**src/rtl/alu_pkg.sv**
```systemverilog
// Shared ALU op codes, default widths and the control bundle carried to execute.
package alu_pkg;

  localparam int DEF_XLEN   = 32;
  localparam int DEF_REG_AW = 5;

  typedef enum logic [4:0] {
    ALU_MOV = 5'b00000,
    ALU_ADD = 5'b00001,
    ALU_SUB = 5'b00010,
    ALU_AND = 5'b00011,
    ALU_OR  = 5'b00100,
    ALU_XOR = 5'b00101,
    ALU_SLL = 5'b00110,
    ALU_SRL = 5'b00111,
    ALU_SRA = 5'b01000,
    ALU_EQ  = 5'b01001,
    ALU_NE  = 5'b01010,
    ALU_LTU = 5'b01011,
    ALU_GTU = 5'b01100,
    ALU_GEU = 5'b01101,
    ALU_LT  = 5'b01110,
    ALU_GT  = 5'b01111,
    ALU_GE  = 5'b10000,
    ALU_LUI = 5'b10001
  } alu_op_e;

  typedef struct packed {
    logic [4:0]            alucontrol;
    logic [DEF_REG_AW-1:0] rd_addr;
    logic                  wb_en;
    logic                  mem_read;
  } op_t;

endpackage

```
**src/rtl/fwd_mux.sv**
```systemverilog
// Single-operand forwarding: MEM result beats WB result beats register file; r0 is hardwired zero.
module fwd_mux #(
  parameter int AW = 5,
  parameter int W  = 32
) (
  input  logic [AW-1:0] i_addr,
  input  logic [W-1:0]  i_rf_data,
  input  logic          i_mem_en,
  input  logic [AW-1:0] i_mem_addr,
  input  logic [W-1:0]  i_mem_data,
  input  logic          i_wb_en,
  input  logic [AW-1:0] i_wb_addr,
  input  logic [W-1:0]  i_wb_data,
  output logic [W-1:0]  o_data,
  output logic          o_mem_hit
);

  logic w_nonzero;
  logic w_wb_hit;

  assign w_nonzero = (i_addr != '0);
  assign o_mem_hit = w_nonzero && i_mem_en && (i_mem_addr == i_addr);
  assign w_wb_hit  = w_nonzero && i_wb_en && (i_wb_addr == i_addr);

  always_comb begin
    o_data = '0;
    if (o_mem_hit)      o_data = i_mem_data;
    else if (w_wb_hit)  o_data = i_wb_data;
    else if (w_nonzero) o_data = i_rf_data;
  end

endmodule

```
**src/rtl/alu_operand_stage.sv**
```systemverilog
// Registered operand/issue stage ahead of the ALU with MEM/WB forwarding and load-use stall.
// Optional performance counters are built when ALU_OPERAND_PERF_EN is defined.
module alu_operand_stage
  import alu_pkg::*;
#(
  parameter int REG_AW = DEF_REG_AW,
  parameter int XLEN   = DEF_XLEN
) (
  input  logic              clk,
  input  logic              rst,
  input  logic              flush,
  input  logic              id_valid,
  output logic              id_ready,
  input  logic [4:0]        id_alucontrol,
  input  logic [REG_AW-1:0] id_rs_addr,
  input  logic [REG_AW-1:0] id_rd_addr,
  input  logic [XLEN-1:0]   id_rs_data,
  input  logic [XLEN-1:0]   id_rd_data,
  input  logic              id_use_imm,
  input  logic [XLEN-1:0]   id_imm,
  input  logic              id_wb_en,
  input  logic              id_mem_read,
  input  logic              mem_fwd_en,
  input  logic [REG_AW-1:0] mem_fwd_addr,
  input  logic [XLEN-1:0]   mem_fwd_data,
  input  logic              mem_fwd_is_load,
  input  logic              wb_fwd_en,
  input  logic [REG_AW-1:0] wb_fwd_addr,
  input  logic [XLEN-1:0]   wb_fwd_data,
  output logic              ex_valid,
  input  logic              ex_ready,
  output logic [XLEN-1:0]   ex_srca,
  output logic [XLEN-1:0]   ex_srcb,
  output logic [4:0]        ex_alucontrol,
  output logic [REG_AW-1:0] ex_rd_addr,
  output logic              ex_wb_en,
  output logic              ex_mem_read
`ifdef ALU_OPERAND_PERF_EN
  ,
  output logic [31:0]       perf_stall_cnt,
  output logic [31:0]       perf_bubble_cnt
`endif
);

  logic [XLEN-1:0] w_rs_fwd, w_rd_fwd, w_srca;
  logic            w_rs_mem_hit, w_rd_mem_hit;
  logic            w_hz, w_accept, w_capture;
  logic            r_valid;
  logic [XLEN-1:0] r_srca, r_srcb;
  op_t             r_op;

  fwd_mux #(.AW(REG_AW), .W(XLEN)) u_fwd_rs (
    .i_addr(id_rs_addr), .i_rf_data(id_rs_data),
    .i_mem_en(mem_fwd_en), .i_mem_addr(mem_fwd_addr), .i_mem_data(mem_fwd_data),
    .i_wb_en(wb_fwd_en), .i_wb_addr(wb_fwd_addr), .i_wb_data(wb_fwd_data),
    .o_data(w_rs_fwd), .o_mem_hit(w_rs_mem_hit)
  );

  fwd_mux #(.AW(REG_AW), .W(XLEN)) u_fwd_rd (
    .i_addr(id_rd_addr), .i_rf_data(id_rd_data),
    .i_mem_en(mem_fwd_en), .i_mem_addr(mem_fwd_addr), .i_mem_data(mem_fwd_data),
    .i_wb_en(wb_fwd_en), .i_wb_addr(wb_fwd_addr), .i_wb_data(wb_fwd_data),
    .o_data(w_rd_fwd), .o_mem_hit(w_rd_mem_hit)
  );

  // rs is not a real dependency when the immediate replaces it; rd always feeds srcb.
  assign w_srca    = id_use_imm ? id_imm : w_rs_fwd;
  assign w_hz      = id_valid && mem_fwd_is_load &&
                     ((w_rs_mem_hit && !id_use_imm) || w_rd_mem_hit);
  assign id_ready  = !w_hz && (!r_valid || ex_ready);
  assign w_accept  = id_valid && id_ready;
  assign w_capture = w_accept && !flush;

  always_ff @(posedge clk or posedge rst) begin
    if (rst)            r_valid <= 1'b0;
    else if (flush)     r_valid <= 1'b0;
    else if (w_capture) r_valid <= 1'b1;
    else if (ex_ready)  r_valid <= 1'b0;
  end

  always_ff @(posedge clk or posedge rst) begin
    if (rst) begin
      r_srca <= '0;
      r_srcb <= '0;
      r_op   <= '0;
    end else if (w_capture) begin
      r_srca <= w_srca;
      r_srcb <= w_rd_fwd;
      r_op   <= '{alucontrol: id_alucontrol, rd_addr: id_rd_addr,
                  wb_en: id_wb_en, mem_read: id_mem_read};
    end
  end

  assign ex_valid      = r_valid;
  assign ex_srca       = r_srca;
  assign ex_srcb       = r_srcb;
  assign ex_alucontrol = r_op.alucontrol;
  assign ex_rd_addr    = r_op.rd_addr;
  assign ex_wb_en      = r_op.wb_en;
  assign ex_mem_read   = r_op.mem_read;

`ifdef ALU_OPERAND_PERF_EN
  logic [31:0] r_stall_cnt, r_bubble_cnt;
  logic        w_stall, w_bubble;

  assign w_stall  = id_valid && !id_ready;
  // A bubble is a slot execute could have taken but the load-use hazard left empty.
  assign w_bubble = w_hz && (!r_valid || ex_ready) && !flush;

  always_ff @(posedge clk or posedge rst) begin
    if (rst) begin
      r_stall_cnt  <= '0;
      r_bubble_cnt <= '0;
    end else begin
      if (w_stall && (r_stall_cnt != 32'hFFFF_FFFF))   r_stall_cnt  <= r_stall_cnt + 32'd1;
      if (w_bubble && (r_bubble_cnt != 32'hFFFF_FFFF)) r_bubble_cnt <= r_bubble_cnt + 32'd1;
    end
  end

  assign perf_stall_cnt  = r_stall_cnt;
  assign perf_bubble_cnt = r_bubble_cnt;
`endif

endmodule

```
**config.mk**
```make
export PLATFORM = sky130hd
export DESIGN_NAME = alu_operand_stage
export DESIGN_NICKNAME = d
export VERILOG_FILES = /design/src/rtl/alu_pkg.sv /design/src/rtl/fwd_mux.sv /design/src/rtl/alu_operand_stage.sv
export SDC_FILE = /design/constraint.sdc
export NUM_CORES = 1
export LEC_CHECK = 0
export CAP_MARGIN = 20
export CORE_UTILIZATION = 40
export CTS_BUF_LIST = sky130_fd_sc_hd__clkbuf_16
export CTS_CLUSTER_DIAMETER = 100
export DETAILED_ROUTE_END_ITERATION = 10
export PLACE_DENSITY = 0.88
export SLEW_MARGIN = 20
export SYNTH_ARGS = -nofsm -noshare
export SYNTH_HDL_FRONTEND = slang
export SYNTH_SLANG_ARGS = --single-unit
export TNS_END_PERCENT = 20
```
**constraint.sdc**
```tcl
create_clock -name clk -period 4 [get_ports clk]
set_clock_uncertainty 0.1 [all_clocks]
set_input_delay 0.4 -clock clk [delete_from_list [all_inputs] [get_ports clk]]
set_output_delay 0.4 -clock clk [all_outputs]
set_load 0.02 [all_outputs]
```
### After elaboration in Yosys (flattened, before gate mapping)

Index checks and enable logic that the tools add are counted.

| operators by class | value |
|---|---|
| equal/unequal tests | 4 |
| multiplexer cells | 10 |
| reductions and logical operators | 23 |

Operators with widths:

| operator | number |
|---|---|
| $mux 32 | 7 |
| $eq 5x5->1 | 4 |
| $logic_and 1x1->1 | 14 |
| $reduce_bool 5->1 | 2 |
| $logic_not 1->1 | 4 |
| $mux 1 | 3 |
| $reduce_bool 3->1 | 1 |
| $logic_or 1x1->1 | 2 |

| storage, ports and cells | value |
|---|---|
| register bits after elaboration | 77 |
| input port bits | 196 |
| output and inout port bits | 78 |
| logic and storage cells | 44 |

### Longest topological paths before layout

| logic depth | value |
|---|---|
| word-level depth | 12 |
| mapped depth | 10 |
| gate-level depth less buffers | 5 |

### Hierarchy

A second synthesis with hierarchy kept.

| second synthesis, totals | value |
|---|---|
| cell total of the unflattened synthesis | 559 |
| area total of the unflattened synthesis | 5923.2 µm² |

By module, submodules not included:

| module | times used | cells an instance | area each (µm²) | seq. area each (µm²) |
|---|---|---|---|---|
| alu_operand_stage | 1 | 207 | 3308.2 | 1926.8 |
| fwd_mux | 2 | 176 | 1307.5 | 0.0 |

### Worst setup path before layout

OpenSTA, ideal clock, no wires.

| path | value |
|---|---|
| kind | input to output |
| start | in id_rs_addr[0] |
| end | out id_ready |
| arrival | 2.155 ns |
| required time | 3.500 ns |
| slack | 1.345 ns |
| stages on the path | 7 |
| path buffers | 2 |
| cells stage by stage | or4_4 or2_0 buf_2 nand4_4 clkbuf_1 nand2_1 a21oi_1 |

| between the ends | value |
|---|---|
| longest elaborated chain between the ends | 8 |
| elaborated cells on any way between the ends | 9 |
| classes of those cells | eq/ne: 1; reduce/logical: 8 |

RTL lines:

| item | RTL line | text |
|---|---|---|
| start, declared | alu_operand_stage.sv:15 | `input logic [REG_AW-1:0] id_rs_addr,` |
| $reduce_bool 5->1 | fwd_mux.sv:21 | `assign w_nonzero = (i_addr != '0);` |
| $logic_and 1x1->1 | fwd_mux.sv:22 | `assign o_mem_hit = w_nonzero && i_mem_en && (i_mem_addr == i_addr);` |
| $logic_and 1x1->1 (*) | fwd_mux.sv:22 |  |
| $logic_and 1x1->1 (*) | alu_operand_stage.sv:69 | `((w_rs_mem_hit && !id_use_imm) \|\| w_rd_mem_hit);` |
| $logic_or 1x1->1 (*) | alu_operand_stage.sv:69 |  |
| $logic_and 1x1->1 (*) | alu_operand_stage.sv:68 | `assign w_hz = id_valid && mem_fwd_is_load &&` |
| $logic_not 1->1 (*) | alu_operand_stage.sv:70 | `assign id_ready = !w_hz && (!r_valid \|\| ex_ready);` |
| $logic_and 1x1->1 (*) | alu_operand_stage.sv:70 |  |
| end, declared | alu_operand_stage.sv:13 | `output logic id_ready,` |

Mark *: on every way between the ends. The rest lies on a longest branch, timed or not.

### Worst setup path after layout

Same ends and word-level chain as after synthesis.

==> impl_metrics.ini <==
[outcome]
status = finished clean

[cts]
cts_root_buf = clkbuf_16
clk_pin_slew_worst_paths_ps = 60
post_cts_buffers = 0
numClockSinks = 77
htreeDepth = 3
clockBufferDepth = 2
ctsHoldBuffers = 0
cts_tree = done
cts_repair_resize_count = 0
clk_latency_ps = 340
cts_buffers = 9

[logic_synthesis]
synth_compound_area_share_pct = 31.90
synth_edf_count = 0
synthArstFlopShare_pct = 100.0
synth_seq_cells = 77
yosys_most_used_dff = dfrtp_1
yosys.area_share.adder_pct = 0
synth_top_family_by_area = compound AO/OA/AOI/OAI gates
yosys.area_share.simple_pct = 13.93
synthCells = 712
syn-cell-area_um2 = 5801
yosys_warnings = 0
yosysSeqAreaShare_pct = 33.22
synthXorXnorAreaFrac_pct = 3.020
avgSynthCellArea_um2 = 8.147
synth_cell_type_count = 35
synth_mux_area_share_pct = 9.189
synth.net_count = 908

[power_and_ir_drop]
p_leak_nw = 3.390
p_seq_share_pct = 33.3
power_density_nw_per_um2 = 342.3
switching_power_mw = 1.049
clkPwrFrac_pct = 26.8
p_sw_share_pct = 34.31
peakVddDrop_v = 0.0002143
internal_power_mw = 2.009
pwr-share-comb_pct = 39.9

[floorplanning]
coreArea_um2 = 13990
ios = 274
rows = 43
initial_core_util_pct = 41.47
die_width_um = 122.4
die_area_um2 = 14990
dieHeight_um = 122.4

[grt]
grt_pass1_wl_um = 38210
grt.overflow.total = 0
grt_pass1_vias = 7150
grt_antenna_before_repair = 0
grt_max_degree = 65
grtUsageTotal_pct = 33.51

[timing]
final_hold_viol_count = 0
slew_headroom_pct = 42.49
post-route-min-period_ps = 3284
finalSetupViolations = 0
max_freq_mhz = 304.5
holdWs_ps = 384.3
worst_slew_pin_slew_ps = 860.2
tns_ps = 0
finalCritPeriodShare_pct = 82.11
rsz0062_at_grt = false
slew_viol_final = 0

[route]
antenna_left = 0
drc = 0
drt-total-wl_um = 25300
wl_per_cell_um = 22.67
dr_total_vias = 7354
initialDrtViolationCount = 929
drt_pass1_iterations = 10
vias_per_cell = 6.590

[placement]
place.detailed.instances = 1100
io_buffers = 273
dpl-instance-area_um2 = 8647
place_congestion = 0.9712
hpwl_um = 17590

[finish]
antenna_cells = 0
seq_area_um2 = 1927
stdcell_area_um2 = 8934
final_nets = 1127
instances_no_fill = 1116
fillers = 1128
multi_input_area_um2 = 3398
drive_gt1_share_pct = 6.624
area_growth_pct = 54.01

[critical_path]
critPathRequiredTime_ps = 3500
start_kind = input port
crit_path_max_fanout = 17
cp.arrival_ps = 2780
critPathKind = in -> out
end_kind = primary output

[worst_hold_path]
hp-class = reg -> reg

[job]
max-cap-violations = 0
flip-flops by register name, indices dropped and copies added (netlist names):
signal,count
ex_valid,1
ex_srca,32
ex_srcb,32
ex_mem_read,1
ex_wb_en,1
ex_alucontrol,5
ex_rd_addr,5
placed cells by master (no fill, tap or decap), drive strengths merged, types with 3 or more instances in the layout:
master / n
o21ai: 63
clkdlybuf4s50: 272
clkinv: 4
xnor2: 17
nor4: 31
dfrtp: 77
clkbuf: 9
o31ai: 64
buf: 30
nor2: 5
mux2: 44
nand4: 3
a21oi: 32
nand2: 68
and3: 5
a41oi: 31
xor2: 3
or3: 32
a31oi: 97
inv: 35
stage by stage:
step	utilization (%)	power (mW)	setup WS [ps]
CTS	63.84	3.042	751.8
finish	63.86	3.058	715.7
floorplan	-	1.575	1345
global route	63.86	3.161	624.9
global placement	61.81	2.212	556.7
detailed placement	61.82	2.233	668.7
layer usage:
layer / track usage [%] / up-vias / wire [µm]
li1: - / 3153 / -
met1: 41.07 / 3442 / 9183
met2: 54.25 / 650 / 11950
met3: 6.552 / 109 / 2902
met4: 20.27 / 0 / 1261
met5: 0 / - / 0
worst max-delay path, stage by stage:
cell and delay, ps:
clkdlybuf4s50_1 550, xnor2_1 150, and4_1 690, nand4_4 160, nand2_1 210, a21oi_1 90
clkdlybuf4s50_1 540
power by group through the flow:
| stage | sequential [mW] | combinational (mW) | clock (mW) |
|---|---|---|---|
| floorplan | 1.20 | 0.378 | 0 |
| global placement | 1.02 | 1.19 | 0 |
| detailed placement | 1.03 | 1.21 | 0 |
| CTS | 1.01 | 1.21 | 0.815 |
| global route | 1.03 | 1.29 | 0.843 |
| finish | 1.02 | 1.22 | 0.819 |
layout make-up:
class                      count  area share, %
timing repair buffer         302          33.25
tap                          180          2.521
inverter                      34          1.457
clock buffer                   9          2.521
multi-input combinational    507          38.04
clock inverter                 7         0.6443
sequential                    77          21.57
worst paths after layout:
| check | from | to | slack (ps) | cells after the start |
|---|---|---|---|---|
| setup reg to reg | ex_valid$_DFFE_PP0P_ | ex_srcb[14]$_DFFE_PP0P_ | 1700 | 5 |
| hold reg to reg | ex_srcb[9]$_DFFE_PP0P_ | ex_srcb[9]$_DFFE_PP0P_ | 380 | 1 |
| min in group asynchronous | rst | ex_srcb[2]$_DFFE_PP0P_ | 450 | 2 |
| hold / removal | ex_srcb[9]$_DFFE_PP0P_ | ex_srcb[9]$_DFFE_PP0P_ | 380 | 1 |
| max in group asynchronous | rst | ex_srca[12]$_DFFE_PP0P_ | 2660 | 3 |
| setup / recovery | id_rs_addr[0] | id_ready | 720 | 7 |
Yosys cell counts (3+ instances only):
| library cell | instances | area [µm²] |
|---|---|---|
| a41oi_1 | 31 | 271.5 |
| xnor2_1 | 17 | 148.9 |
| nand2_1 | 68 | 255.2 |
| xor2_1 | 3 | 26.28 |
| inv_1 | 34 | 127.6 |
| o21ai_0 | 63 | 315.3 |
| mux2_1 | 34 | 382.9 |
| clkbuf_1 | 81 | 304.0 |
| a21oi_1 | 32 | 160.2 |
| or3_1 | 32 | 200.2 |
| nor2_1 | 5 | 18.77 |
| dfrtp_1 | 77 | 1927 |
| mux2_4 | 10 | 150.1 |
| and3_1 | 5 | 31.28 |
| nor4_1 | 31 | 193.9 |
| buf_2 | 8 | 40.04 |
| a31oi_1 | 97 | 606.8 |
| o31ai_1 | 64 | 480.5 |
kinds of logic (layout without fill, tap and decap cells):
kind of cell | after synthesis | after routing
buf+inv | 128 | 352
mux | 44 | 44
xor+xnor | 20 | 20
simple gates | 154 | 154
compound gates | 289 | 289
flops | 77 | 77
No activity file was read; power rests on OpenSTA's default activity.
